## src/rtl/mux_pkg.sv

```systemverilog
// Shared mode encodings and select-width helper for the registered N-way mux.
// No logic, no latency.
// No flow control.
package mux_pkg;

    localparam logic MODE_SEL = 1'b0;
    localparam logic MODE_RR  = 1'b1;

    // A single-bit index is kept even for N<=2 so port widths never collapse to zero.
    function automatic int calc_sel_w(input int n);
        return (n <= 2) ? 1 : $clog2(n);
    endfunction

endpackage

```

## src/rtl/rr_arbiter.sv

```systemverilog
// Round-robin grant over N requests, searching upward from the rotating pointer.
// Grant is combinational; the pointer moves on the clock edge after an accepted grant.
// The pointer holds unless advance is asserted, so a stalled grant keeps its priority.
module rr_arbiter
    import mux_pkg::*;
#(
    parameter int N     = 4,
    parameter int SEL_W = calc_sel_w(N)
) (
    input  logic             clk,
    input  logic             rst_n,
    input  logic [N-1:0]     req,
    input  logic             advance,
    output logic [SEL_W-1:0] gnt_idx,
    output logic             gnt_vld
);

    logic [SEL_W-1:0] rr_ptr;

    // Channel visited i steps after the pointer, wrapping at N (pointer is always < N).
    function automatic logic [SEL_W-1:0] idx_at(input logic [SEL_W-1:0] p, input int i);
        int s;
        s = int'(p) + i;
        if (s >= N) begin
            s = s - N;
        end
        return SEL_W'(s);
    endfunction

    always_comb begin
        gnt_vld = 1'b0;
        gnt_idx = '0;
        for (int i = 0; i < N; i++) begin
            if (!gnt_vld && req[idx_at(rr_ptr, i)]) begin
                gnt_vld = 1'b1;
                gnt_idx = idx_at(rr_ptr, i);
            end
        end
    end

    always_ff @(posedge clk) begin
        if (!rst_n) begin
            rr_ptr <= '0;
        end else if (advance) begin
            rr_ptr <= (gnt_idx == SEL_W'(N - 1)) ? '0 : gnt_idx + 1'b1;
        end
    end

endmodule

```

## src/rtl/rr_mux_n.sv

```systemverilog
// N-input registered mux: external select or round-robin, one output register stage.
// Latency 1 cycle from input handshake to out_valid; 1 beat/cycle when out_ready stays high.
// Output register reloads only when empty or draining; in_ready follows out_ready combinationally.
module rr_mux_n
    import mux_pkg::*;
#(
    parameter int WIDTH = 32,
    parameter int N     = 4,
    parameter int SEL_W = calc_sel_w(N)
) (
    input  logic               clk,
    input  logic               rst_n,
    input  logic               mode,
    input  logic [SEL_W-1:0]   sel,
    input  logic [N*WIDTH-1:0] in_data,
    input  logic [N-1:0]       in_valid,
    output logic [N-1:0]       in_ready,
    output logic [WIDTH-1:0]   out_data,
    output logic [SEL_W-1:0]   out_sel,
    output logic               out_valid,
    input  logic               out_ready
);

    localparam int PAD_W = 1 << SEL_W;

    logic             load_en;
    logic             transfer;
    logic             gnt_vld;
    logic [SEL_W-1:0] gnt_idx;
    logic             rr_vld;
    logic [SEL_W-1:0] rr_idx;
    logic             sel_vld;
    logic [PAD_W-1:0] vld_pad;

    // Padding lets an out-of-range sel index safely; the range test rejects it anyway.
    assign vld_pad = PAD_W'(in_valid);
    assign sel_vld = (int'(sel) < N) && vld_pad[sel];

    always_comb begin
        gnt_vld = sel_vld;
        gnt_idx = sel;
        if (mode == MODE_RR) begin
            gnt_vld = rr_vld;
            gnt_idx = rr_idx;
        end
    end

    // No handshake while in reset: the register would discard the beat.
    assign load_en  = rst_n && (!out_valid || out_ready);
    assign transfer = load_en && gnt_vld;

    always_comb begin
        in_ready = '0;
        for (int k = 0; k < N; k++) begin
            in_ready[k] = transfer && (gnt_idx == SEL_W'(k));
        end
    end

    rr_arbiter #(
        .N     (N),
        .SEL_W (SEL_W)
    ) u_arb (
        .clk     (clk),
        .rst_n   (rst_n),
        .req     (in_valid),
        .advance (transfer && (mode == MODE_RR)),
        .gnt_idx (rr_idx),
        .gnt_vld (rr_vld)
    );

    always_ff @(posedge clk) begin
        if (!rst_n) begin
            out_valid <= 1'b0;
            out_data  <= '0;
            out_sel   <= '0;
        end else if (load_en) begin
            out_valid <= gnt_vld;
            if (gnt_vld) begin
                out_data <= in_data[int'(gnt_idx)*WIDTH +: WIDTH];
                out_sel  <= gnt_idx;
            end
        end
    end

endmodule

```

## config.mk

```make
export PLATFORM = sky130hd
export DESIGN_NAME = rr_mux_n
export DESIGN_NICKNAME = d
export VERILOG_FILES = /design/src/rtl/mux_pkg.sv /design/src/rtl/rr_arbiter.sv /design/src/rtl/rr_mux_n.sv
export SDC_FILE = /design/constraint.sdc
export NUM_CORES = 1
export LEC_CHECK = 0
export BUFFER_PORTS_ARGS = -buffer_cell sky130_fd_sc_hd__buf_2
export CORE_MARGIN = 2
export CORE_UTILIZATION = 44
export DETAILED_ROUTE_END_ITERATION = 8
export PLACE_DENSITY = 0.94
export SLEW_MARGIN = 5
export SYNTH_ARGS = -nofsm -noshare
export SYNTH_HDL_FRONTEND = slang
export SYNTH_SLANG_ARGS = --single-unit
```

## constraint.sdc

```tcl
create_clock -name clk -period 5.18 [get_ports clk]
set_clock_uncertainty 0.2 [all_clocks]
set_input_delay 1.036 -clock clk [delete_from_list [all_inputs] [get_ports clk]]
set_output_delay 1.036 -clock clk [all_outputs]
set_load 0.03 [all_outputs]
```

==> results of run 1 <==
==> metal layers <==
layer / GRT usage, % / part of all wire (%) / vias up / routed length [microns]
met3: 4.588 / 6.4 / 13 / 425
met5: 0 / 0 / - / 0
met2: 42.19 / 54 / 107 / 3637
met4: 7.091 / 1.5 / 0 / 97
met1: 23.49 / 38 / 1108 / 2515
li1: - / - / 1219 / -
==> Yosys cell counts, drive strengths merged, types with 3 or more instances <==
| cell | count | area share (%) |
|---|---|---|
| inv | 3 | 0.48 |
| clkbuf | 5 | 1.2 |
| buf | 13 | 6.6 |
| dfxtp | 37 | 32 |
| nand2 | 38 | 6.1 |
| and2 | 3 | 0.81 |
| a21oi | 4 | 1.3 |
| nor2b | 4 | 1.2 |
| o221ai | 32 | 12 |
| nor2 | 8 | 1.3 |
| mux2i | 66 | 28 |
==> state kept, by name, summed over array words and instances, names as in the netlist <==
register / flops
out_data: 32
u_arb.rr_ptr: 2
out_valid: 1
out_sel: 2
==> through the flow <==
stage | cells | hold WS, ns | instance area (sq um)
after CTS | 472 | 0.2631 | 3234
after global placement | 465 | 0.2388 | 3148
after global routing | 472 | 0.2915 | 3234
after floorplan | 235 | 0.2763 | 2331
final | 472 | 0.2592 | 3234
after detailed placement | 465 | 0.2456 | 3148
==> cell type report <==
class / instances / share of cell area (%)
Multi-Input combinational cell: 177 / 43.67
Timing Repair Buffer: 178 / 27.70
Sequential cell: 37 / 22.90
Tap cell: 70 / 2.708
Clock buffer: 7 / 2.669
Inverter: 3 / 0.3482
==> power by group through the flow <==
stage / clock [mW] / sequential, mW / combinational, mW
2_1_floorplan: 0 / 0.424 / 0.161
3_5_place_dp: 0 / 0.349 / 0.335
4_1_cts: 0.205 / 0.343 / 0.335
5_1_grt: 0.220 / 0.348 / 0.358
6_report: 0.199 / 0.343 / 0.334
3_3_place_gp: 0 / 0.347 / 0.325
==> cells by family after synthesis <==
logic type      count (synthesis)  synth area share, %
flops                          37                31.78
compound gates                 48                18.30
xor+xnor                        1               0.3758
simple gates                   60                11.49
buf+inv                        21                8.266
mux                            68                29.79
==> worst register-to-register path: cells and delay by family (launching register included) <==
| kind | cells | cell delay (ns) |
|---|---|---|
| simple gates | 1 | 0.21 |
| buf+inv | 1 | 0.60 |
| flops | 1 | 0.36 |
| mux | 1 | 0.35 |
| compound gates | 3 | 0.96 |
==> worst max path at each step <==
stage                     start  slack [ns]  depth (start not counted)     endpoint
floorplan                  mode        1.53                          8  in_ready[0]
global placement    in_valid[0]        1.46                          7  in_ready[2]
detailed placement  in_valid[0]        1.35                          7  in_ready[1]
CTS                 in_valid[0]        1.36                          7  in_ready[1]
global route        in_valid[0]        1.17                          7  in_ready[3]
finish              in_valid[0]        1.34                          7  in_ready[1]
==> results.json, run 1 <==
{
  "place_worst_setup_slack_ns": 1.353,
  "number_of_global_route_vias_before_repair": 2377,
  "max_cap_viol_count": 0,
  "fin_total_pwr_mw": 0.8756,
  "synthCells": 235,
  "antenna_found_initial": 0,
  "core_region_area_sq_um": 5107,
  "pin_count": 177,
  "crit_fanout": 29,
  "post-route-util_pct": 63.33,
  "fin_tns_setup_ns": 0,
  "starting_utilization_of_the_core_area_pct": 45.64,
  "routedWlPerCell_microns": 14.14,
  "ys_dominant_reg_cell": "dfxtp_1",
  "synth-seq-area-share_pct": 31.78,
  "setup.worst_path.end_class": "primary output",
  "route.final.wire_length_microns": 6676,
  "pwr-share-clk_pct": 22.7,
  "synth_seq_cells": 37,
  "regArea_sq_um": 740.7,
  "timing.critical_path.max_delay_family": "compound AO/OA/AOI/OAI gates",
  "worst-endpoint-required_ns": 3.94,
  "worst_ir_drop_vdd_v": 0.0001948,
  "power.share.sequential_pct": 39.2,
  "critical_path_arrival_ns": 2.61,
  "cts_root_buf": "clkbuf_8",
  "synth_async_sr_flop_share_pct": 0,
  "rsz_0062_raised_after_global_routing": "false",
  "grt_pass1_wl_microns": 10670,
  "cts.sinks": 37,
  "min_period_over_period_pct": 74.19,
  "finalHoldViolations": 0,
  "holdPathStages": 2,
  "flow.area_growth_from_synthesis_pct": 38.75,
  "critPathBufInv": 2,
  "layout_common_cells": "buf_2, mux2i_1, nand2_1, dfxtp_1, o221ai_1",
  "synth_enable_flop_cells": 0,
  "yosysWarningCount": 0,
  "die_w_microns": 76.79,
  "netlist_area_sq_um": 2331,
  "finalWorstSetupSlack_ns": 1.337,
  "place_congestion": 0.8594,
  "r2r-end": "out_data[10]",
  "timing.hold.worst.start": "out_data[25]",
  "mostFrequentLayoutCell": "buf_2",
  "holdPathEnd": "out_data[25]",
  "clock_tree.htree_level_count": 2,
  "finalSetupViolations": 0,
  "clkLatencyLatePin_ns": 0.27,
  "hpwl_microns": 5281,
  "buffer_ports.inserted": 176,
  "status": "finished, final reports clean",
  "combPwrFrac_pct": 38.1,
  "final_layout_size_suffix_gt1_share_pct": 48.01,
  "worst-r2r-cell-count": 6,
  "dieHeight_microns": 76.79,
  "finalCriticalPeriod_ns": 3.843,
  "cts_buf_count": 5,
  "rrSetupSlack_ns": 2.36,
  "crit_path_top_delay_cell": "a32o_4",
  "cts_post_setup_buffers_inserted": 0,
  "postSynthAreaPerCell_sq_um": 9.919,
  "max-clock-path-buffers": 2,
  "nets": 540,
  "grt_max_degree": 39,
  "postCtsHoldBufs": 0,
  "max_slew.worst_pin.slew_ns": 0.8339,
  "cts_tree": "yes",
  "remaining_number_of_nets_flagged_by_the_antenna_check_after_routing": 0,
  "synth_fp_nets": 373,
  "setup.worst_path.class": "in -> out",
  "grt.overflow.total": 0,
  "r2r-start": "u_arb.rr_ptr[0]",
  "n_antenna_cell": 0,
  "rows": 26,
  "critical_path.max_stage_delay_ns": 0.57,
  "path_clk_slew_ns": 0.06,
  "number_of_max_slew_violations_in_the_final_report": 0,
  "maxClockFrequency_ghz": 0.2602,
  "firstDrtPassIters": 4,
  "post_drt_via_cell_ratio": 5.184,
  "critical_path.most_common_cell": "buf_2",
  "switching_share_pct": 35.45,
  "worstPathCellList": "buf_2 -> and2b_1 -> o21bai_1 -> a32o_4 -> nand2_1 -> nor2_1 -> buf_2",
  "switchingPower_mw": 0.3104,
  "power.leakage_nw": 1.669,
  "groute.usage.overall_pct": 21.91,
  "internal_power_mw": 0.5652,
  "final.fill_count": 437,
  "vias": 2447,
  "power_density_nw_per_um2": 270.7,
  "detail_route.drc_violations": 0,
  "slew-limit-headroom_pct": 44.28,
  "cts.repair.resized": 0,
  "die_area_sq_um": 5896,
  "hold_class": "reg -> reg",
  "multi_input_logic_area_sq_um": 1413,
  "ys_types": 36,
  "dr_iter_0_viols": 41,
  "crit_path_start_kind": "primary input"
}
(Power assumes the default switching activity.)
==> inputs of run 2 (changes only) <==
--- a/config.mk
+++ b/config.mk
@@ -7,9 +7,9 @@
 export LEC_CHECK = 0
 export BUFFER_PORTS_ARGS = -buffer_cell sky130_fd_sc_hd__buf_2
 export CORE_MARGIN = 2
-export CORE_UTILIZATION = 44
+export CORE_UTILIZATION = 36
 export DETAILED_ROUTE_END_ITERATION = 8
-export PLACE_DENSITY = 0.94
+export PLACE_DENSITY = 0.83
 export SLEW_MARGIN = 5
 export SYNTH_ARGS = -nofsm -noshare
 export SYNTH_HDL_FRONTEND = slang
==> constraint.sdc (replaced) <==
create_clock -name clk -period 3.2 [get_ports clk]
set_clock_uncertainty 0.2 [all_clocks]
set_input_delay 0.64 -clock clk [delete_from_list [all_inputs] [get_ports clk]]
set_output_delay 0.64 -clock clk [all_outputs]
set_load 0.03 [all_outputs]
==> run 2 against run 1 <==
  * Utilization decreased by 11 points
  * Largest power group unchanged
  * Clock power grew 110%
  * Cell count is 2.3% higher
  * Highest routed layer unchanged
  * Critical path depth unchanged
  * Hold slack better by 0.0019 ns
  * Global-route usage fell by 4.0 points
==> results.json, run 2 (same netlist as run 1, synthesis figures left out) <==
{
  "status": "finished, final reports clean",
  "finalSetupViolations": 0,
  "route.top_layer_used": "met4",
  "critPathBufInv": 2,
  "postCtsHoldBufs": 0,
  "place_congestion": 0.8701,
  "post_drt_via_cell_ratio": 5.087,
  "n_antenna_cell": 0,
  "cts.repair.resized": 0,
  "cts_root_buf": "clkbuf_8",
  "crit_path_start_kind": "primary input",
  "routedWlPerCell_microns": 13.41,
  "cts_buf_count": 5,
  "max_cap_viol_count": 0,
  "grt.overflow.total": 0,
  "grt_max_degree": 38,
  "remaining_number_of_nets_flagged_by_the_antenna_check_after_routing": 0,
  "cts_tree": "yes",
  "setup.worst_path.end_class": "primary output",
  "r2r-start": "u_arb.rr_ptr[0]",
  "r2r-end": "out_data[10]",
  "critical_path_arrival_ns": 2.09,
  "rows": 29,
  "worstPathCellList": "buf_2 -> mux4_2 -> or2_1 -> and2_1 -> nand2b_1 -> nor2_1 -> buf_2",
  "wl_met1_microns": 2564,
  "fin_tns_setup_ns": 0,
  "nets": 543,
  "detail_route.drc_violations": 0,
  "die_area_sq_um": 7134,
  "clock_tree.htree_level_count": 2,
  "dr_iter_0_viols": 41,
  "crit_path_top_delay_cell": "mux4_2",
  "rsz_0062_raised_after_global_routing": "false",
  "timing.critical_path.max_delay_family": "simple AND/OR/NAND/NOR gates",
  "layout_common_cells": "buf_2, mux2i_1, nand2_1, dfxtp_1, o221ai_1",
  "final_layout_size_suffix_gt1_share_pct": 48.52,
  "slew-limit-headroom_pct": 61.56,
  "number_of_max_slew_violations_in_the_final_report": 0,
  "rrSetupSlack_ns": 0.86,
  "power_density_nw_per_um2": 457.3,
  "grt_pass1_wl_microns": 10620,
  "largest_register_ff_count": 32,
  "firstDrtPassIters": 4,
  "pin_count": 177,
  "max-clock-path-buffers": 2,
  "timing.hold.worst.start": "out_data[19]",
  "die_w_microns": 84.47,
  "worst-endpoint-required_ns": 2.36,
  "final.fill_count": 591,
  "path_clk_slew_ns": 0.07,
  "holdPathEnd": "out_data[19]",
  "critical_path.max_stage_delay_ns": 0.50,
  "hpwl_microns": 5097,
  "top_regs": "out_data (32), out_sel (2), u_arb.rr_ptr (2)",
  "hold_class": "reg -> reg",
  "finalWorstSetupSlack_ns": 0.2738,
  "buffer_ports.inserted": 176,
  "route.final.wire_length_microns": 6476,
  "antenna_found_initial": 0,
  "mostFrequentLayoutCell": "buf_2",
  "clkLatencyLatePin_ns": 0.28,
  "groute.usage.overall_pct": 17.94,
  "crit_fanout": 4,
  "max_slew.worst_pin.slew_ns": 0.5766,
  "top_register": "out_data",
  "number_of_global_route_vias_before_repair": 2445,
  "min_period_over_period_pct": 91.44,
  "vias": 2457,
  "worst_ir_drop_vdd_v": 0.0002527,
  "core_region_area_sq_um": 6314,
  "worst-r2r-cell-count": 6,
  "cts_post_setup_buffers_inserted": 0,
  "holdPathStages": 2,
  "power.leakage_nw": 1.703,
  "flow.area_growth_from_synthesis_pct": 41.92,
  "wl_met2_microns": 3346,
  "place.detailed.instances": 475,
  "finalCriticalPeriod_ns": 2.926,
  "setup.worst_path.class": "in -> out",
  "place_worst_setup_slack_ns": 0.2640,
  "maxClockFrequency_ghz": 0.3417,
  "starting_utilization_of_the_core_area_pct": 36.92,
  "met3_length_microns": 494,
  "dieHeight_microns": 84.47,
  "finalHoldViolations": 0,
  "critical_path.most_common_cell": "buf_2",
  "layout.cells.non_filler": 483,
  "cts.sinks": 37
}
==> run 2: cell count changes in the layout (fill, tap and decap cells not counted) <==
cell,before,now
buf_4,2,4
buf_12,0,1
bufinv_16,0,1
==> run 2: worst max path at each step <==
stage,cells after the start,to,from
after floorplan,8,in_ready[0],mode
after global placement,7,in_ready[2],sel[0]
after detailed placement,7,in_ready[2],sel[0]
after CTS,7,in_ready[2],sel[0]
after global routing,7,in_ready[2],sel[0]
final,7,in_ready[2],sel[0]
==> run 2: layout make-up <==
cell class                      count  area, sq um  share of cell area [%]
Sequential cell                    37        740.7                   22.39
Timing Repair Buffer              181        930.9                   28.14
Clock inverter                      1        30.03                  0.9077
Clock buffer                        7        86.33                   2.610
Tap cell                           77        96.34                   2.912
Inverter                            3        11.26                  0.3404
Multi-Input combinational cell    177         1413                   42.70
==> run 2: power by group <==
group	internal [mW]	switching, mW
clock	0.254	0.162
sequential	0.524	0.0312
combinational	0.225	0.317
==> run 2: worst min-delay path: cells and delay by family, from the launching register on <==
| family | cells | cell delay, ns |
|---|---|---|
| compound gates | 1 | 0.06 |
| flops | 1 | 0.32 |
| simple gates | 1 | 0.05 |
==> run 2: metal layers <==
layer | GRT usage (%) | vias to the layer above
met1 | 19.65 | 1113
met5 | 0 | -
met2 | 34.34 | 113
li1 | - | 1225
met4 | 4.906 | 0
met3 | 4.228 | 6
==> run 2: stage by stage <==
step / util [%] / hold slack [ns] / instance area, sq um / power [mW]
after global placement: 50.55 / 0.2366 / 3192 / 1.097
after detailed placement: 50.55 / 0.2430 / 3192 / 1.113
after floorplan: - / 0.2763 / 2331 / 0.9458
after CTS: 52.40 / 0.2666 / 3308 / 1.535
after global routing: 52.40 / 0.2775 / 3308 / 1.600
final: 52.40 / 0.2611 / 3308 / 1.513
